$ cat src/rtl/sos_sample_driver_if.sv
`default_nettype none
// ============================================================================
// Module   : sos_sample_driver_if
// Brief    : Input stream, filter handshake and output stream of the biquad
//            sample driver, bundled with driver/environment views.
// Revision : 1.0 - initial release
// ============================================================================
interface sos_sample_driver_if #(
    parameter int DATA_SIZE = 24
);
    logic [DATA_SIZE-1:0] in_data;
    logic                 in_valid;
    logic                 in_ready;
    logic [DATA_SIZE-1:0] flt_data_in;
    logic                 flt_sample_trig;
    logic                 flt_filter_done;
    logic [DATA_SIZE-1:0] flt_data_out;
    logic [DATA_SIZE-1:0] out_data;
    logic                 out_valid;
    logic                 out_ready;
    logic                 timeout_err;
    logic                 busy;

    // Driver side
    modport master (
        input  in_data, in_valid, flt_filter_done, flt_data_out, out_ready,
        output in_ready, flt_data_in, flt_sample_trig, out_data, out_valid,
               timeout_err, busy
    );

    // Sample source, filter and downstream consumer
    modport slave (
        output in_data, in_valid, flt_filter_done, flt_data_out, out_ready,
        input  in_ready, flt_data_in, flt_sample_trig, out_data, out_valid,
               timeout_err, busy
    );
endinterface
`default_nettype wire

$ cat src/rtl/sos_sample_driver.sv
`default_nettype none
// ============================================================================
// Module   : sos_sample_driver
// Brief    : FIFO-buffered sequencer that triggers one filter_sos computation
//            per sample and streams the captured results out.
// Revision : 1.0 - initial release
// ============================================================================
module sos_sample_driver #(
    parameter int DATA_SIZE  = 24,
    parameter int FIFO_DEPTH = 4,
    parameter int TIMEOUT    = 8
) (
    input  wire logic           clk,
    input  wire logic           reset,
    sos_sample_driver_if.master bus
);
    localparam int c_PTR_W = $clog2(FIFO_DEPTH);
    localparam int c_CNT_W = $clog2(FIFO_DEPTH + 1);
    localparam int c_TO_W  = $clog2(TIMEOUT + 1);

    typedef enum logic [1:0] {
        S_IDLE      = 2'd0,
        S_TRIG      = 2'd1,
        S_WAIT_DONE = 2'd2,
        S_CAPTURE   = 2'd3
    } state_t;

    state_t               r_state;
    logic [DATA_SIZE-1:0] r_mem [FIFO_DEPTH];
    logic [c_PTR_W-1:0]   r_wr_ptr;
    logic [c_PTR_W-1:0]   r_rd_ptr;
    logic [c_CNT_W-1:0]   r_count;
    logic [c_TO_W-1:0]    r_to_cnt;
    logic [DATA_SIZE-1:0] r_flt_data_in;
    logic                 r_trig;
    logic [DATA_SIZE-1:0] r_out_data;
    logic                 r_out_valid;
    logic                 r_timeout_err;

    logic w_in_ready;
    logic w_empty;
    logic w_push;
    logic w_pop;
    logic w_load;

    // Ready comes only from the registered count: a full FIFO refuses a push
    // even when the FSM pops in the same cycle.
    assign w_in_ready = (r_count != c_CNT_W'(FIFO_DEPTH));
    assign w_empty    = (r_count == '0);
    assign w_push     = bus.in_valid && w_in_ready;
    assign w_pop      = (r_state == S_IDLE) && !w_empty;
    assign w_load     = (r_state == S_CAPTURE) && (!r_out_valid || bus.out_ready);

    always_ff @(posedge clk) begin
        if (w_push) begin
            r_mem[r_wr_ptr] <= bus.in_data;
        end
    end

    always_ff @(posedge clk or negedge reset) begin
        if (!reset) begin
            r_wr_ptr <= '0;
            r_rd_ptr <= '0;
            r_count  <= '0;
        end else begin
            if (w_push) begin
                r_wr_ptr <= r_wr_ptr + c_PTR_W'(1);
            end
            if (w_pop) begin
                r_rd_ptr <= r_rd_ptr + c_PTR_W'(1);
            end
            case ({w_push, w_pop})
                2'b10:   r_count <= r_count + c_CNT_W'(1);
                2'b01:   r_count <= r_count - c_CNT_W'(1);
                default: r_count <= r_count;
            endcase
        end
    end

    always_ff @(posedge clk or negedge reset) begin
        if (!reset) begin
            r_state       <= S_IDLE;
            r_to_cnt      <= '0;
            r_flt_data_in <= '0;
            r_trig        <= 1'b0;
            r_timeout_err <= 1'b0;
        end else begin
            case (r_state)
                S_IDLE: begin
                    if (!w_empty) begin
                        r_flt_data_in <= r_mem[r_rd_ptr];
                        r_trig        <= 1'b1;
                        r_state       <= S_TRIG;
                    end
                end
                S_TRIG: begin
                    r_trig   <= 1'b0;
                    r_to_cnt <= '0;
                    r_state  <= S_WAIT_DONE;
                end
                S_WAIT_DONE: begin
                    if (bus.flt_filter_done) begin
                        r_state <= S_CAPTURE;
                    end else if (r_to_cnt == c_TO_W'(TIMEOUT - 1)) begin
                        // The sample is dropped; the filter is not re-armed.
                        r_timeout_err <= 1'b1;
                        r_state       <= S_IDLE;
                    end else begin
                        r_to_cnt <= r_to_cnt + c_TO_W'(1);
                    end
                end
                S_CAPTURE: begin
                    if (w_load) begin
                        r_state <= S_IDLE;
                    end
                end
                default: r_state <= S_IDLE;
            endcase
        end
    end

    // A capture load wins over a simultaneous downstream acceptance.
    always_ff @(posedge clk or negedge reset) begin
        if (!reset) begin
            r_out_data  <= '0;
            r_out_valid <= 1'b0;
        end else if (w_load) begin
            r_out_data  <= bus.flt_data_out;
            r_out_valid <= 1'b1;
        end else if (r_out_valid && bus.out_ready) begin
            r_out_valid <= 1'b0;
        end
    end

    assign bus.in_ready        = w_in_ready;
    assign bus.flt_data_in     = r_flt_data_in;
    assign bus.flt_sample_trig = r_trig;
    assign bus.out_data        = r_out_data;
    assign bus.out_valid       = r_out_valid;
    assign bus.timeout_err     = r_timeout_err;
    assign bus.busy            = (r_state != S_IDLE) || !w_empty || r_out_valid;
endmodule
`default_nettype wire

$ cat src/flat_wrapper.sv
// flat-port wrapper written by rule: the top's interface ports become plain ports
module sos_sample_driver_flat 
#(
    parameter int DATA_SIZE  = 24,
    parameter int FIFO_DEPTH = 4,
    parameter int TIMEOUT    = 8
)
  (clk, reset, bus_in_data, bus_in_valid, bus_flt_filter_done, bus_flt_data_out, bus_out_ready, bus_in_ready, bus_flt_data_in, bus_flt_sample_trig, bus_out_data, bus_out_valid, bus_timeout_err, bus_busy);
  sos_sample_driver_if #(.DATA_SIZE(DATA_SIZE)) bus_i ();
  input  wire logic clk;
  input  wire logic reset;
  input wire logic [$bits(bus_i.in_data)-1:0] bus_in_data;
  input wire logic [$bits(bus_i.in_valid)-1:0] bus_in_valid;
  input wire logic [$bits(bus_i.flt_filter_done)-1:0] bus_flt_filter_done;
  input wire logic [$bits(bus_i.flt_data_out)-1:0] bus_flt_data_out;
  input wire logic [$bits(bus_i.out_ready)-1:0] bus_out_ready;
  output wire logic [$bits(bus_i.in_ready)-1:0] bus_in_ready;
  output wire logic [$bits(bus_i.flt_data_in)-1:0] bus_flt_data_in;
  output wire logic [$bits(bus_i.flt_sample_trig)-1:0] bus_flt_sample_trig;
  output wire logic [$bits(bus_i.out_data)-1:0] bus_out_data;
  output wire logic [$bits(bus_i.out_valid)-1:0] bus_out_valid;
  output wire logic [$bits(bus_i.timeout_err)-1:0] bus_timeout_err;
  output wire logic [$bits(bus_i.busy)-1:0] bus_busy;
  assign bus_i.in_data = bus_in_data;
  assign bus_i.in_valid = bus_in_valid;
  assign bus_i.flt_filter_done = bus_flt_filter_done;
  assign bus_i.flt_data_out = bus_flt_data_out;
  assign bus_i.out_ready = bus_out_ready;
  assign bus_in_ready = bus_i.in_ready;
  assign bus_flt_data_in = bus_i.flt_data_in;
  assign bus_flt_sample_trig = bus_i.flt_sample_trig;
  assign bus_out_data = bus_i.out_data;
  assign bus_out_valid = bus_i.out_valid;
  assign bus_timeout_err = bus_i.timeout_err;
  assign bus_busy = bus_i.busy;
  sos_sample_driver #(.DATA_SIZE(DATA_SIZE), .FIFO_DEPTH(FIFO_DEPTH), .TIMEOUT(TIMEOUT)) u_core (.clk(clk), .reset(reset), .bus(bus_i));
endmodule
$ cat config.mk
export PLATFORM = sky130hd
export DESIGN_NAME = sos_sample_driver_flat
export DESIGN_NICKNAME = d
export VERILOG_FILES = /design/src/rtl/sos_sample_driver_if.sv /design/src/rtl/sos_sample_driver.sv /design/src/flat_wrapper.sv
export SDC_FILE = /design/constraint.sdc
export NUM_CORES = 1
export LEC_CHECK = 0
export ABC_AREA = 1
export ABC_CLOCK_PERIOD_IN_PS = 2300
export CELL_PAD_IN_SITES_DETAIL_PLACEMENT = 1
export CELL_PAD_IN_SITES_GLOBAL_PLACEMENT = 2
export CORE_MARGIN = 2
export CORE_UTILIZATION = 30
export DETAILED_ROUTE_END_ITERATION = 8
export PLACE_DENSITY_LB_ADDON = 0.1
export SETUP_SLACK_MARGIN = 0.2
export SLEW_MARGIN = 10
export SYNTH_ARGS = -nofsm -noshare
export SYNTH_HDL_FRONTEND = slang
export SYNTH_SLANG_ARGS = --single-unit
$ cat constraint.sdc
create_clock -name clk -period 2.3 [get_ports clk]
set_input_delay 0.345 -clock clk [delete_from_list [all_inputs] [get_ports clk]]
set_output_delay 0.345 -clock clk [all_outputs]
set_load 0.01 [all_outputs]
==> impl_summary.log <==
INFO  metric run_status = complete, no violations
INFO  metric syn_avg_cell_area = ~11 um2
INFO  metric antenna_violating_nets_post_route = 0
INFO  metric die_span_in_y = ~150 um
INFO  metric setup.worst_path.class = register to output pin
INFO  metric port-buffer-count = between 100 and 150
INFO  metric rows = 53
INFO  metric finalWirelength = 15.64 mm
INFO  metric cts_inserted_buffers = 17
INFO  metric timing.final.max_slew_violations = 0
INFO  metric grt_overflow = 0
INFO  metric place.gp.congestion = 0.7177
INFO  metric critPathLaunch = u_core.r_state[1]
INFO  metric die-area = approximately 22,000 um2
INFO  metric ys.warnings.count = 0
INFO  metric detail_route.drc_violations = 0
INFO  metric post_route_minimum_period = around 2000 ps
INFO  metric most-common-layout-cells = sky130_fd_sc_hd__nand2_1 (236), sky130_fd_sc_hd__clkdlybuf4s50_1 (103), sky130_fd_sc_hd__edfxtp_1 (96)
INFO  metric layout.cell_area.non_filler = about 8400 um2
INFO  metric rsz0062_at_grt = true
INFO  metric leakagePower = between 3 and 4 nW
INFO  metric pre_cts_ws = between 200 and 250 ps
INFO  metric cts_tree = yes
INFO  metric fin_ws = around 290 ps
INFO  metric cp.required = approximately 2000 ps
INFO  metric antenna_found_initial = 0
INFO  metric grt_max_degree = between 60 and 70
INFO  metric grt_util_all_layers = between 10 and 15%
INFO  metric post-route-util = around two fifths
INFO  metric worst_setup_hold_path_clk_slew = around 60 ps
INFO  metric drv_cap = 0
INFO  metric min_delay_path_class = input pin to asynchronous set/reset pin
INFO  metric worstSetupEndpointType = output pin
INFO  metric cts-root-buf = sky130_fd_sc_hd__clkbuf_16
INFO  metric worst_path_arrival_time = between 1500 and 2000 ps
INFO  metric floorplan.initialDensity = between 30% and 40%
INFO  metric post-route-period-util = slightly below 90%
INFO  metric mostFrequentLayoutCell = sky130_fd_sc_hd__nand2_1
INFO  metric cts-htree-levels = 4
INFO  metric vias_in_the_first_global_route = roughly 4,800
INFO  metric dp_hpwl = 9.790 mm
INFO  metric route.detailed.vias_per_inst = 4.518
INFO  metric cts.sink_count = 160
INFO  metric synth.lib_cells_used.distinct = 25
INFO  metric reg2reg_from = u_core.r_count[1]
INFO  metric core_footprint = about 21,000 um2
INFO  metric dr_total_vias = 4,455
INFO  metric fraction_of_layout_cells_with_a_size_suffix_above_1 = 8.861%
INFO  metric syn_nets = roughly 650
INFO  metric areaGrowthSynthToFinish = 31.73%
INFO  metric detail_routed_net_length_per_standard_cell = about 16 um
INFO  metric endpoint_of_the_worst_register_to_register_path = u_core.r_count[2]
INFO  metric finClkSkew = 8.737 ps
INFO  metric post_layout_nonfiller_instances = between 900 and 1,000
INFO  metric ff2ff_setup_slack = roughly 370 ps
INFO  metric placedCellCount = 953
INFO  metric powerDensity = between 1000 and 1500 nW/um2
INFO  metric number_of_drc_violations_after_detailed_routing_iteration_0 = about 140
INFO  metric grt_first_pass_wirelength = between 20 and 30 mm
INFO  metric startpoint_type = register
INFO  metric vdd_ir_drop_max = 0.5232 mV
INFO  metric worst-r2r-cell-count = 9
INFO  metric hold_violations = 0
INFO  metric setup_tns = 0 ps
INFO  metric antenna_cells_inserted = 0
INFO  metric synthCells = between 500 and 600
INFO  metric clk-insertion-delay-late = between 400 and 500 ps
INFO  metric max-slew-margin-rel = between 40% and 50%
INFO  metric die_width = ~150 um
INFO  metric cts.path.max_buffers = 2
INFO  metric dpl_cell_area = ~7800 um2
INFO  metric ioPinCount = 106
INFO  metric cp_max_fo = 5
INFO  metric max_clock_freq = about 0.50 GHz
INFO  metric synth-seq-area-share = about 71%
INFO  metric setup-violations-final = 0
INFO  metric syn-cell-area = around 6400 um2
INFO  metric synth.ff_latch_count = 160
INFO  metric tightest_slew = approximately 900 ps
INFO  metric layout.nets = about 760
INFO  metric drt-pass1-iter-count = 4
-- synthesized netlist by cell type --
library cell               instances  area, um2
sky130_fd_sc_hd__inv_2             5      18.77
sky130_fd_sc_hd__buf_4             4      30.03
sky130_fd_sc_hd__a31o_2            1      8.760
sky130_fd_sc_hd__nand4_1           3      18.77
sky130_fd_sc_hd__nand2_1         236      885.9
sky130_fd_sc_hd__nand2_2           3      18.77
sky130_fd_sc_hd__ha_1              6      75.07
sky130_fd_sc_hd__edfxtp_1         96       2883
sky130_fd_sc_hd__inv_1            13      48.80
sky130_fd_sc_hd__fa_1              1      20.02
sky130_fd_sc_hd__o21ai_1          24      120.1
sky130_fd_sc_hd__dfrtp_1          64       1602
sky130_fd_sc_hd__buf_2            14      70.07
sky130_fd_sc_hd__xnor2_1           1      8.760
sky130_fd_sc_hd__nand3_1          34      170.2
sky130_fd_sc_hd__nor3_1            1      5.000
sky130_fd_sc_hd__xor2_1            3      26.28
sky130_fd_sc_hd__clkbuf_1          6      22.52
sky130_fd_sc_hd__nor2_2            2      12.51
sky130_fd_sc_hd__a21oi_1           4      20.02
sky130_fd_sc_hd__inv_4             1      6.260
sky130_fd_sc_hd__o21ai_0          28      140.1
sky130_fd_sc_hd__nor2_1           33      123.9
sky130_fd_sc_hd__buf_6             1      11.26
sky130_fd_sc_hd__or2_2             1      6.260
-- flip-flops by register name (all words and copies together), names as in the netlist --
| signal | cells |
|---|---|
| u_core.bus.out_valid | 1 |
| u_core.r_to_cnt | 4 |
| u_core.r_wr_ptr | 2 |
| u_core.r_state | 2 |
| u_core.r_rd_ptr | 2 |
| u_core.bus.flt_data_in | 24 |
| u_core.bus.out_data | 24 |
| u_core.bus.flt_sample_trig | 1 |
| u_core.bus.timeout_err | 1 |
| u_core.r_mem | 96 |
| u_core.r_count | 3 |
-- timing repair --
item | CTS | global route
hold buffers | 0 | 0
gates resized for setup | 1 | 2
setup endpoints to repair | 1 | 2
setup buffers | 0 | 2
pin swaps | 0 | 1
-- through the flow --
step / total power, mW / hold slack, ps
after CTS: 11.62 / 84.53
after global routing: 12.31 / 122.1
after floorplan: 6.772 / 49.41
final: 11.41 / 46.52
after detailed placement: 8.719 / 459.0
after global placement: 8.564 / 454.0
-- layout make-up --
cell class	count	area [um2]
clock inverters	10	136.4
fillers	2313	12520
well taps	275	344.1
repair buffers	120	1197
clock buffers	21	460.4
flip-flops and latches	160	4486
multi-input cells	381	1670
inverters	19	73.82
-- metal layers --
layer	vias up	wire length (um)	track usage (%)	share of wire [%]
met4	0	193	4.714	1.2
met5	-	0	0	0
met3	17	614	2.896	3.9
met2	84	7602	25.41	49
li1	2155	-	-	-
met1	2199	7225	18.69	46
-- worst max-delay path, cell delays in order (launching register included) --
cell	delay (ps)
sky130_fd_sc_hd__dfrtp_2	430
sky130_fd_sc_hd__nor2_2	140
sky130_fd_sc_hd__nand4_1	110
sky130_fd_sc_hd__or2_2	280
sky130_fd_sc_hd__dlygate4sd2_1	290
-- report_power, final --
| part | internal (mW) | switching [mW] |
|---|---|---|
| sequential | 3.96 | 0.383 |
| clock | 1.76 | 1.11 |
| combinational | 1.71 | 2.49 |
| total | 7.43 | 3.98 |
-- kinds of logic (layout without fill, tap and decap cells) --
family                     Yosys count  in the layout  synth area share, %
buffers and inverters               44            170                3.270
AOI/OAI and AO/OA                   57             57                4.550
xor gates and xnor gates             4              4               0.5516
and+or+nand+nor                    313            313                19.54
DFF                                160            160                70.59
adders and majority gates            7              7                1.497
-- how the worst max path moves through the flow --
stage | endpoint | slack [ps]
global route | u_core.r_count[2] | 190
floorplan | u_core.r_mem[0][0] | 80
detailed placement | u_core.r_count[2] | 200
global placement | u_core.r_count[2] | 280
finish | bus_busy | 290
CTS | bus_busy | 230
Power figures use the tool's default switching activity.
==> edit, RTL diff (same flow settings) <==
Encoding of `state_t`: now one-hot (4 bits for 4 states).
--- a/src/rtl/sos_sample_driver.sv
+++ b/src/rtl/sos_sample_driver.sv
@@ -18,11 +18,11 @@
     localparam int c_CNT_W = $clog2(FIFO_DEPTH + 1);
     localparam int c_TO_W  = $clog2(TIMEOUT + 1);
 
-    typedef enum logic [1:0] {
-        S_IDLE      = 2'd0,
-        S_TRIG      = 2'd1,
-        S_WAIT_DONE = 2'd2,
-        S_CAPTURE   = 2'd3
+    typedef enum logic [3:0] {
+        S_IDLE      = 4'b0001,
+        S_TRIG      = 4'b0010,
+        S_WAIT_DONE = 4'b0100,
+        S_CAPTURE   = 4'b1000
     } state_t;
 
     state_t               r_state;
Behaviour: no difference found for any inputs over 10 cycles, from zero or initial values and one cycle with reset low; not proved beyond that.
==> edit against the unedited design <==
- power shrank 2.6%
- non-clock buffer count down 5
- wire length decreased by 2.0%
- worst hold slack better by 0.0099 ns
- die area up 3.1%
- critical path depth grew 6
- register-to-register slack got worse by 0.03 ns
- critical endpoint is now u_core.r_count[2]$_DFFE_PN0P_
- sequential cell count increased by 2
- cell area is 2.3% higher
- via count is 2.1% lower
- utilization shrank 0.47 points
- setup slack improved by 0.046 ns
- synthesized area up 3.2%
==> edit: results (changes against the unedited design) <==
share of flip-flops with an asynchronous set or reset=0.407 (+0.00741); Pre-antenna DRT Iters=5 (+1); Post-synth top cells=edfxtp_1, nand2_1, inv_1; met3 Resource Use GR=0.0254 (-0.00358); GP Congestion=0.733 (+2.2%); GR Layer Usage met1=0.182 (-0.00439); sequential share of the synthesized area=0.692 (-0.0143); status=finished clean; Clock Pin Slew Worst Setup and Hold Paths=0.06 ns (about the same); P_leak=3.57 nW (+2.2%); fin crit period=1.96 ns (-0.0461 ns); syn_nets=635 (-1.6%); first-pass GRT wire length=25.6 mm (+1.1%); met2 usage in global routing=0.236 (-0.0180); Met1 Wirelength=7.19 mm (-0.50%); non-filler cells, final=977 (-0.91%); Power Density=1300 nW/µm² (-4.7%); Comb pwr share=0.349 (-0.019); largest net degree at the start of global routing=67 (+3.1%); Psw=3.80 mW (-4.6%); Yosys cell types=31 (+24%); maximum net fanout on the critical path=4 (-1); critical path arrival=2.26 ns (+0.60 ns); last element of the critical path=u_core.r_count[2]$_DFFE_PN0P_; GRT Total Usage=0.141 (-0.00671); Cells after Synth=575 (-1.7%); Inst Count DP=945 (-0.84%); met3 WL=424 µm (-31%); first-iteration detailed-routing DRC count=202 (+41%); Worst VDD drop=0.000551 V (+5.3%); met2 WL=7.52 mm (-1.0%); post-place setup slack=0.277 ns (+0.0758 ns); Slew @ Worst Pin=0.910 ns (+0.0133 ns); routed wire length per instance=15.7 µm (-1.1%); Worst Hold Class=primary input to async pin; vias in the first global route=4758 (-0.75%); placed inst area=7950 µm² (+2.5%); drt via density=4.46 (-1.2%); reg2reg start=u_core.r_state[0]$_DFFE_PN1P_; Setup Skew=0.00919 ns (+0.000456 ns); Final HPWL DP=9.66 mm (-1.4%); Reg2Reg Depth=10 (+1); R2R setup slack=0.34 ns (-0.03 ns); top cells by area, synth=edfxtp_1, dfrtp_1, nand2_1, inv_1, a21oi_1; fraction of layout cells with a size suffix above 1=0.105 (+0.0161)
-- edit: layout make-up --
class	count	area [µm²]
Timing Repair Buffer	115	1170
Inverter	95	363
Clock buffer	22	454
Sequential cell	162	4540
Clock inverter	10	135
Fill cell	2351	13100
Tap cell	280	350
Multi-Input combinational cell	293	1550
-- edit: worst max-delay path: stages (launching register included) --
cell     delay, ns
dfstp_2       0.55
nand2_2       0.06
nor2_4        0.16
o21ai_4       0.10
inv_6         0.06
ha_4          0.12
inv_2         0.05
fa_2          0.40
a21oi_2       0.12
o21ai_1       0.09
xnor2_1       0.13
-- edit: kinds of logic (layout without fill, tap and decap cells) --
group	count (synthesis)	count (layout)	synth area share
buf+inv	120	242	0.0798
fa+ha+maj	7	7	0.0145
compound gates	131	131	0.105
simple gates	151	151	0.103
xor+xnor	4	4	0.00534
flops	162	162	0.692
-- edit: worst min-delay path by stage --
| stage | start | to | slack (ns) | depth (start not counted) |
|---|---|---|---|---|
| after floorplan | reset | u_core.bus.flt_data_in[0]$_DFFE_PN0P_ | 0.05 | 0 |
| final | reset | u_core.r_count[1]$_DFFE_PN0P_ | 0.06 | 1 |
| after detailed placement | u_core.bus.timeout_err$_DFFE_PN0P_ | u_core.bus.timeout_err$_DFFE_PN0P_ | 0.46 | 1 |
| after CTS | reset | u_core.bus.timeout_err$_DFFE_PN0P_ | 0.10 | 1 |
| after global placement | u_core.bus.timeout_err$_DFFE_PN0P_ | u_core.bus.timeout_err$_DFFE_PN0P_ | 0.46 | 1 |
| after global routing | reset | u_core.r_count[1]$_DFFE_PN0P_ | 0.13 | 1 |
-- edit: repair_timing --
item | in CTS | in global routing
setup endpoints to repair | 1 | 1
resized for setup | 1 | 6
endpoints found under the hold margin | 0 | 0
pin swaps | 0 | 5
